===== config.mk =====
export PLATFORM = sky130hd
export DESIGN_NAME = time_keeper
export DESIGN_NICKNAME = d
export VERILOG_FILES = /design/src/rtl/time_pkg.sv /design/src/rtl/time_keeper_tick_gen.sv /design/src/rtl/time_keeper.sv
export SDC_FILE = /design/constraint.sdc
export NUM_CORES = 1
export LEC_CHECK = 0
export CELL_PAD_IN_SITES_DETAIL_PLACEMENT = 2
export CELL_PAD_IN_SITES_GLOBAL_PLACEMENT = 2
export CORE_ASPECT_RATIO = 0.8
export CORE_MARGIN = 2
export CORE_UTILIZATION = 36
export DETAILED_ROUTE_END_ITERATION = 7
export PLACE_DENSITY = 0.9
export SYNTH_ARGS = -nofsm -noshare
export SYNTH_HDL_FRONTEND = slang
export SYNTH_SLANG_ARGS = --single-unit

===== constraint.sdc =====
create_clock -name clk -period 5 [get_ports clk]
set_input_delay 0.5 -clock clk [delete_from_list [all_inputs] [get_ports clk]]
set_output_delay 0.5 -clock clk [all_outputs]
set_load 0.01 [all_outputs]

===== src/rtl/time_pkg.sv =====
// Shared types, field layout and BCD helpers for the time keeper.
// Time word: hh tens[19:18] hh units[17:14] mm tens[13:11] mm units[10:7] ss tens[6:4] ss units[3:0].
package time_pkg;

    typedef enum logic [1:0] {
        RUN       = 2'd0,
        SET_TIME  = 2'd1,
        SET_ALARM = 2'd2
    } state_t;

    localparam int H10_LSB = 18;
    localparam int H1_LSB  = 14;
    localparam int M10_LSB = 11;
    localparam int M1_LSB  = 7;
    localparam int S10_LSB = 4;
    localparam int S1_LSB  = 0;

    localparam logic [19:0] CUR_RESET   = 20'h00000;
    localparam logic [19:0] ALARM_RESET = 20'h18000;

    function automatic logic min_last(input logic [19:0] t);
        return (t[M10_LSB +: 3] == 3'd5) && (t[M1_LSB +: 4] == 4'd9);
    endfunction

    function automatic logic sec_last(input logic [19:0] t);
        return (t[S10_LSB +: 3] == 3'd5) && (t[S1_LSB +: 4] == 4'd9);
    endfunction

    // 23 -> 00, otherwise +1 in BCD
    function automatic logic [19:0] inc_hour(input logic [19:0] t);
        logic [19:0] r;
        r = t;
        if (t[H10_LSB +: 2] == 2'd2 && t[H1_LSB +: 4] == 4'd3) begin
            r[H10_LSB +: 2] = 2'd0;
            r[H1_LSB +: 4]  = 4'd0;
        end else if (t[H1_LSB +: 4] == 4'd9) begin
            r[H10_LSB +: 2] = t[H10_LSB +: 2] + 2'd1;
            r[H1_LSB +: 4]  = 4'd0;
        end else begin
            r[H1_LSB +: 4]  = t[H1_LSB +: 4] + 4'd1;
        end
        return r;
    endfunction

    // 59 -> 00 with no carry; the caller decides whether hours follow
    function automatic logic [19:0] inc_min(input logic [19:0] t);
        logic [19:0] r;
        r = t;
        if (min_last(t)) begin
            r[M10_LSB +: 3] = 3'd0;
            r[M1_LSB +: 4]  = 4'd0;
        end else if (t[M1_LSB +: 4] == 4'd9) begin
            r[M10_LSB +: 3] = t[M10_LSB +: 3] + 3'd1;
            r[M1_LSB +: 4]  = 4'd0;
        end else begin
            r[M1_LSB +: 4]  = t[M1_LSB +: 4] + 4'd1;
        end
        return r;
    endfunction

    function automatic logic [19:0] advance_sec(input logic [19:0] t);
        logic [19:0] r;
        r = t;
        if (!sec_last(t)) begin
            if (t[S1_LSB +: 4] == 4'd9) begin
                r[S10_LSB +: 3] = t[S10_LSB +: 3] + 3'd1;
                r[S1_LSB +: 4]  = 4'd0;
            end else begin
                r[S1_LSB +: 4]  = t[S1_LSB +: 4] + 4'd1;
            end
        end else begin
            r[S10_LSB +: 3] = 3'd0;
            r[S1_LSB +: 4]  = 4'd0;
            r = min_last(t) ? inc_hour(inc_min(r)) : inc_min(r);
        end
        return r;
    endfunction

    // Setting-mode edit: both buttons may land in the same cycle
    function automatic logic [19:0] apply_btns(input logic [19:0] t,
                                               input logic hour, input logic min);
        logic [19:0] r;
        r = t;
        if (hour)
            r = inc_hour(r);
        if (min) begin
            r = inc_min(r);
            r[S10_LSB +: 3] = 3'd0;
            r[S1_LSB +: 4]  = 4'd0;
        end
        return r;
    endfunction

endpackage


===== src/rtl/time_keeper_tick_gen.sv =====
// One-second divider: free-runs 0..TICK_DIV-1, held at zero while hold is high.
// wrap is the combinational last-count strobe; tick is its registered copy.
module tick_gen #(
    parameter int TICK_DIV = 100_000_000
) (
    input  logic clk,
    input  logic rst,
    input  logic hold,
    output logic wrap,
    output logic tick
);

    localparam int CW = (TICK_DIV > 1) ? $clog2(TICK_DIV) : 1;

    logic [CW-1:0] cnt;

    assign wrap = !hold && (cnt == CW'(TICK_DIV - 1));

    always_ff @(posedge clk or posedge rst) begin
        if (rst) begin
            cnt  <= '0;
            tick <= 1'b0;
        end else if (hold) begin
            cnt  <= '0;
            tick <= 1'b0;
        end else begin
            cnt  <= wrap ? '0 : cnt + 1'b1;
            tick <= wrap;
        end
    end

endmodule


===== src/rtl/time_keeper.sv =====
// 24h BCD clock with settable time/alarm and a one-minute alarm ring.
module time_keeper
    import time_pkg::*;
#(
    parameter int TICK_DIV = 100_000_000
) (
    input  logic        clk,
    input  logic        reset,
    input  logic        set_en,
    input  logic        alarm_sel,
    input  logic        btn_hour,
    input  logic        btn_min,
    input  logic        alarm_en,
    output logic [19:0] disp_time,
    output logic [19:0] cur_time,
    output logic [19:0] alarm_time,
    output logic        alarm_ring,
    output logic        tick_1hz
);

    state_t     state, state_nx;
    logic       wrap;
    logic [5:0] ring_cnt;
    logic       alarm_hit, ring_stop;

    always_ff @(posedge clk or posedge reset) begin
        if (reset)
            state <= RUN;
        else
            state <= state_nx;
    end

    always_comb begin
        state_nx = RUN;
        if (set_en)
            state_nx = alarm_sel ? SET_ALARM : SET_TIME;
    end

    tick_gen #(.TICK_DIV(TICK_DIV)) u_tick (
        .clk  (clk),
        .rst  (reset),
        .hold (state != RUN),
        .wrap (wrap),
        .tick (tick_1hz)
    );

    // Buttons are ignored in RUN; a wrap always advances the clock there.
    always_ff @(posedge clk or posedge reset) begin
        if (reset) begin
            cur_time   <= CUR_RESET;
            alarm_time <= ALARM_RESET;
        end else begin
            case (state)
                RUN:       if (wrap) cur_time <= advance_sec(cur_time);
                SET_TIME:  cur_time   <= apply_btns(cur_time, btn_hour, btn_min);
                SET_ALARM: alarm_time <= apply_btns(alarm_time, btn_hour, btn_min);
                default:   ;
            endcase
        end
    end

    // Match only on the cycle the new second appears, so a cleared ring
    // does not re-fire while cur_time still equals the alarm.
    assign alarm_hit = tick_1hz && (state == RUN) && alarm_en &&
                       (cur_time == {alarm_time[19:M1_LSB], 7'd0});

    assign ring_stop = btn_hour || btn_min || !alarm_en || (state_nx != RUN) ||
                       (alarm_ring && tick_1hz && ring_cnt == 6'd59);

    always_ff @(posedge clk or posedge reset) begin
        if (reset) begin
            alarm_ring <= 1'b0;
            ring_cnt   <= 6'd0;
        end else if (ring_stop) begin
            alarm_ring <= 1'b0;
            ring_cnt   <= 6'd0;
        end else if (alarm_hit) begin
            alarm_ring <= 1'b1;
            ring_cnt   <= 6'd0;
        end else if (alarm_ring && tick_1hz) begin
            ring_cnt   <= ring_cnt + 6'd1;
        end
    end

    assign disp_time = (state == SET_ALARM) ? alarm_time : cur_time;

endmodule

==> run metrics <==
LEAKAGE=~0.0022 uW; Synth Register Bits=70; CP Max Fanout=30; core box area=roughly 12,000 um^2; Syn Std Cell Area=~4300 um^2; Initial Util=a little under two fifths; Net Switching=827.0 uW; min-delay worst type=reg -> reg; CTS tree=done; # nets final=approximately 550; most frequent cells in the layout=dfrtp_1 (68), clkdlybuf4s50_1 (61), nor2_1 (56), nand2_1 (49), xor2_1 (28); grt ovf=0; Max VDD drop=~0.18 mV; period utilisation layout=between 50 and 60%; RSZ-0062 raised after global routing=false; hold_sp=u_tick.cnt[0]$_DFF_PP0_; number of synthesized flops with an enable pin=0; Die W=around 130 um; Slew @ Worst Pin=between 0.9 and 1 ns; GPL Wtd Cong=0.8214; Post-synth top flop=dfrtp_1; Tmin final=2.890 ns; worst path required time=roughly 4.5 ns; ant diodes=0; H-tree levels=3; sequential fraction of the synthesis area=roughly two fifths; post-route setup TNS=0 ns; wire length per cell=roughly 21 um; CP Capture Type=output port; Fmax achieved=~0.35 GHz; initial antenna violation count=0; Reg power frac=37.6%; post-detail-place hpwl=around 9900 um; DRC=0; Ys Warns=0; crit path DAT=between 2 and 2.5 ns; Clock Power Share=between 20 and 30%; clk buf depth=2; setup bufs post-CTS=0; Power per Cell Area=about 430 nW/um^2; clock root buffer master=clkbuf_16; first-pass GRT wire length=around 23,000 um; layout cells sized above 1=a little under 9%; Post-CTS Hold Buffers=0; Area Growth Syn to Fin=23.93%; switching share of power=36.09%; cells after synthesis=about 470; Detailed Route WL=approximately 14,000 um; Layout Skew=0.006557 ns; ys async rst share=100.0%; mean post-synth cell area=between 9 and 10 um^2; First-pass DRT Iterations=6; Initial DRC Count=between 200 and 300; commonest non-fill, non-tap cell in the layout=dfrtp_1; Int Power=approximately 1500 uW; CTS resizes=0; status=finished, final reports clean; Final WS setup=between 2 and 2.5 ns; num rows=35; I/O pins=~70; ANT nets after route=0; PortBufs=between 60 and 70; largest net degree at the start of global routing=between 70 and 80; Max-Cap Viols=0; number of buffers created by CTS=9; worst reg-to-reg path cell count=6; DR vias=about 3,800; clock slew at reported path FFs=0.06 ns; Via-to-Cell Ratio=about 5.6; Clock Sinks=70; Crit. Startpoint=state[1]$_DFF_PP0_; pre-CTS setup slack=2.294 ns; Cells on Worst Hold Path=1; RR Startpoint=u_tick.cnt[0]$_DFF_PP0_; Global Route Usage Sum=a little under a quarter; Yosys cell types=a little over 60; Die Y=a little over 100 um; critical path type=reg -> out; Worst-Skew Late Latency=approximately 0.34 ns; Final Hold Viols=0; # setup viols final=0; DIE AREA=between 10,000 and 15,000 um^2; CP startpoint kind=flip-flop; vias in the first global route=4,144; max_slew headroom=about 38%; Logic pwr share=between 30 and 40%; final count of pins violating max slew=0
metrics by stage:
stage / total power (uW) / util [%] / cell area [um^2] / hold slack, ns / cells
after floorplan: 1215 / - / 4304 / 0.4547 / 472
after global placement: 1570 / 43.39 / 5016 / 0.4668 / 664
after detailed placement: 1636 / 43.39 / 5016 / 0.5016 / 664
after CTS: 2313 / 45.90 / 5306 / 0.5236 / 679
after global routing: 2414 / 45.90 / 5306 / 0.5348 / 679
final: 2291 / 45.90 / 5306 / 0.5220 / 679
critical path: stages, from the launching register on:
cell	delay, ns
dfrtp_1	0.49
inv_1	0.19
nor2_2	0.14
buf_4	0.34
mux2_2	0.38
clkdlybuf4s50_1	0.49
cell usage after synthesis, types with 9 or more instances:
master     n  area share [%]
nand4_1   16             2.3
nor2_1    57             5.0
nand2_1   49             4.3
nand3_1   27             3.2
a21oi_1   14             1.6
dfrtp_1   68              40
xor2_1    28             5.7
inv_1     16             1.4
mux2_2    14             3.7
xnor2_1   16             3.3
o21ai_0   21             2.5
nor2b_1   11             1.6
clkbuf_1   9            0.79
ha_1      19             5.6
path summary, 6_finish.rpt:
path                       slack (ns)                  endpoint
max reg2reg                      2.38  u_tick.cnt[13]$_DFF_PP0_
max in group asynchronous        3.63   cur_time[6]$_DFFE_PP0P_
min                              0.52   u_tick.cnt[0]$_DFF_PP0_
min in group asynchronous        0.76   ring_cnt[4]$_DFFE_PP0P_
min reg2reg                      0.52   u_tick.cnt[0]$_DFF_PP0_
max                              2.11              disp_time[9]
power groups by stage:
stage	combinational (uW)	clock [uW]	sequential, uW
CTS	800	653	860
floorplan	403	0	811
detailed placement	771	0	865
global route	857	675	882
global placement	721	0	849
finish	792	637	862
state kept, by name, indices dropped and copies added (netlist names):
name	flops
cur_time	20
u_tick.cnt	27
state	2
alarm_ring	1
u_tick.tick	1
ring_cnt	6
alarm_time	13
layer usage:
layer | vias up | share of wire [%] | wire length (um) | track usage [%]
met5 | - | 0 | 0 | 0
met4 | 0 | 1.5 | 221 | 7.185
met3 | 18 | 3.0 | 423 | 3.645
met2 | 67 | 50 | 7123 | 38.92
met1 | 1960 | 46 | 6558 | 31.39
li1 | 1733 | - | - | -
layout make-up:
cell class	instances	area [um^2]
sequential	70	1754
multi-input combinational	367	2391
clock buffer	11	242.7
fill	1259	6255
clock inverter	4	47.55
inverter	16	60.06
timing repair buffer	63	625.6
tap	148	185.2
logic make-up after synthesis:
kind of cell | after synthesis | share of synthesized area (%)
flops | 70 | 40.97
mux | 16 | 4.150
fa+ha+maj | 19 | 5.552
compound gates | 64 | 9.907
xor+xnor | 44 | 9.001
simple gates | 217 | 26.56
buf+inv | 35 | 3.770
other cells | 1 | 0.08758
No activity file was read; power rests on OpenSTA's default activity.
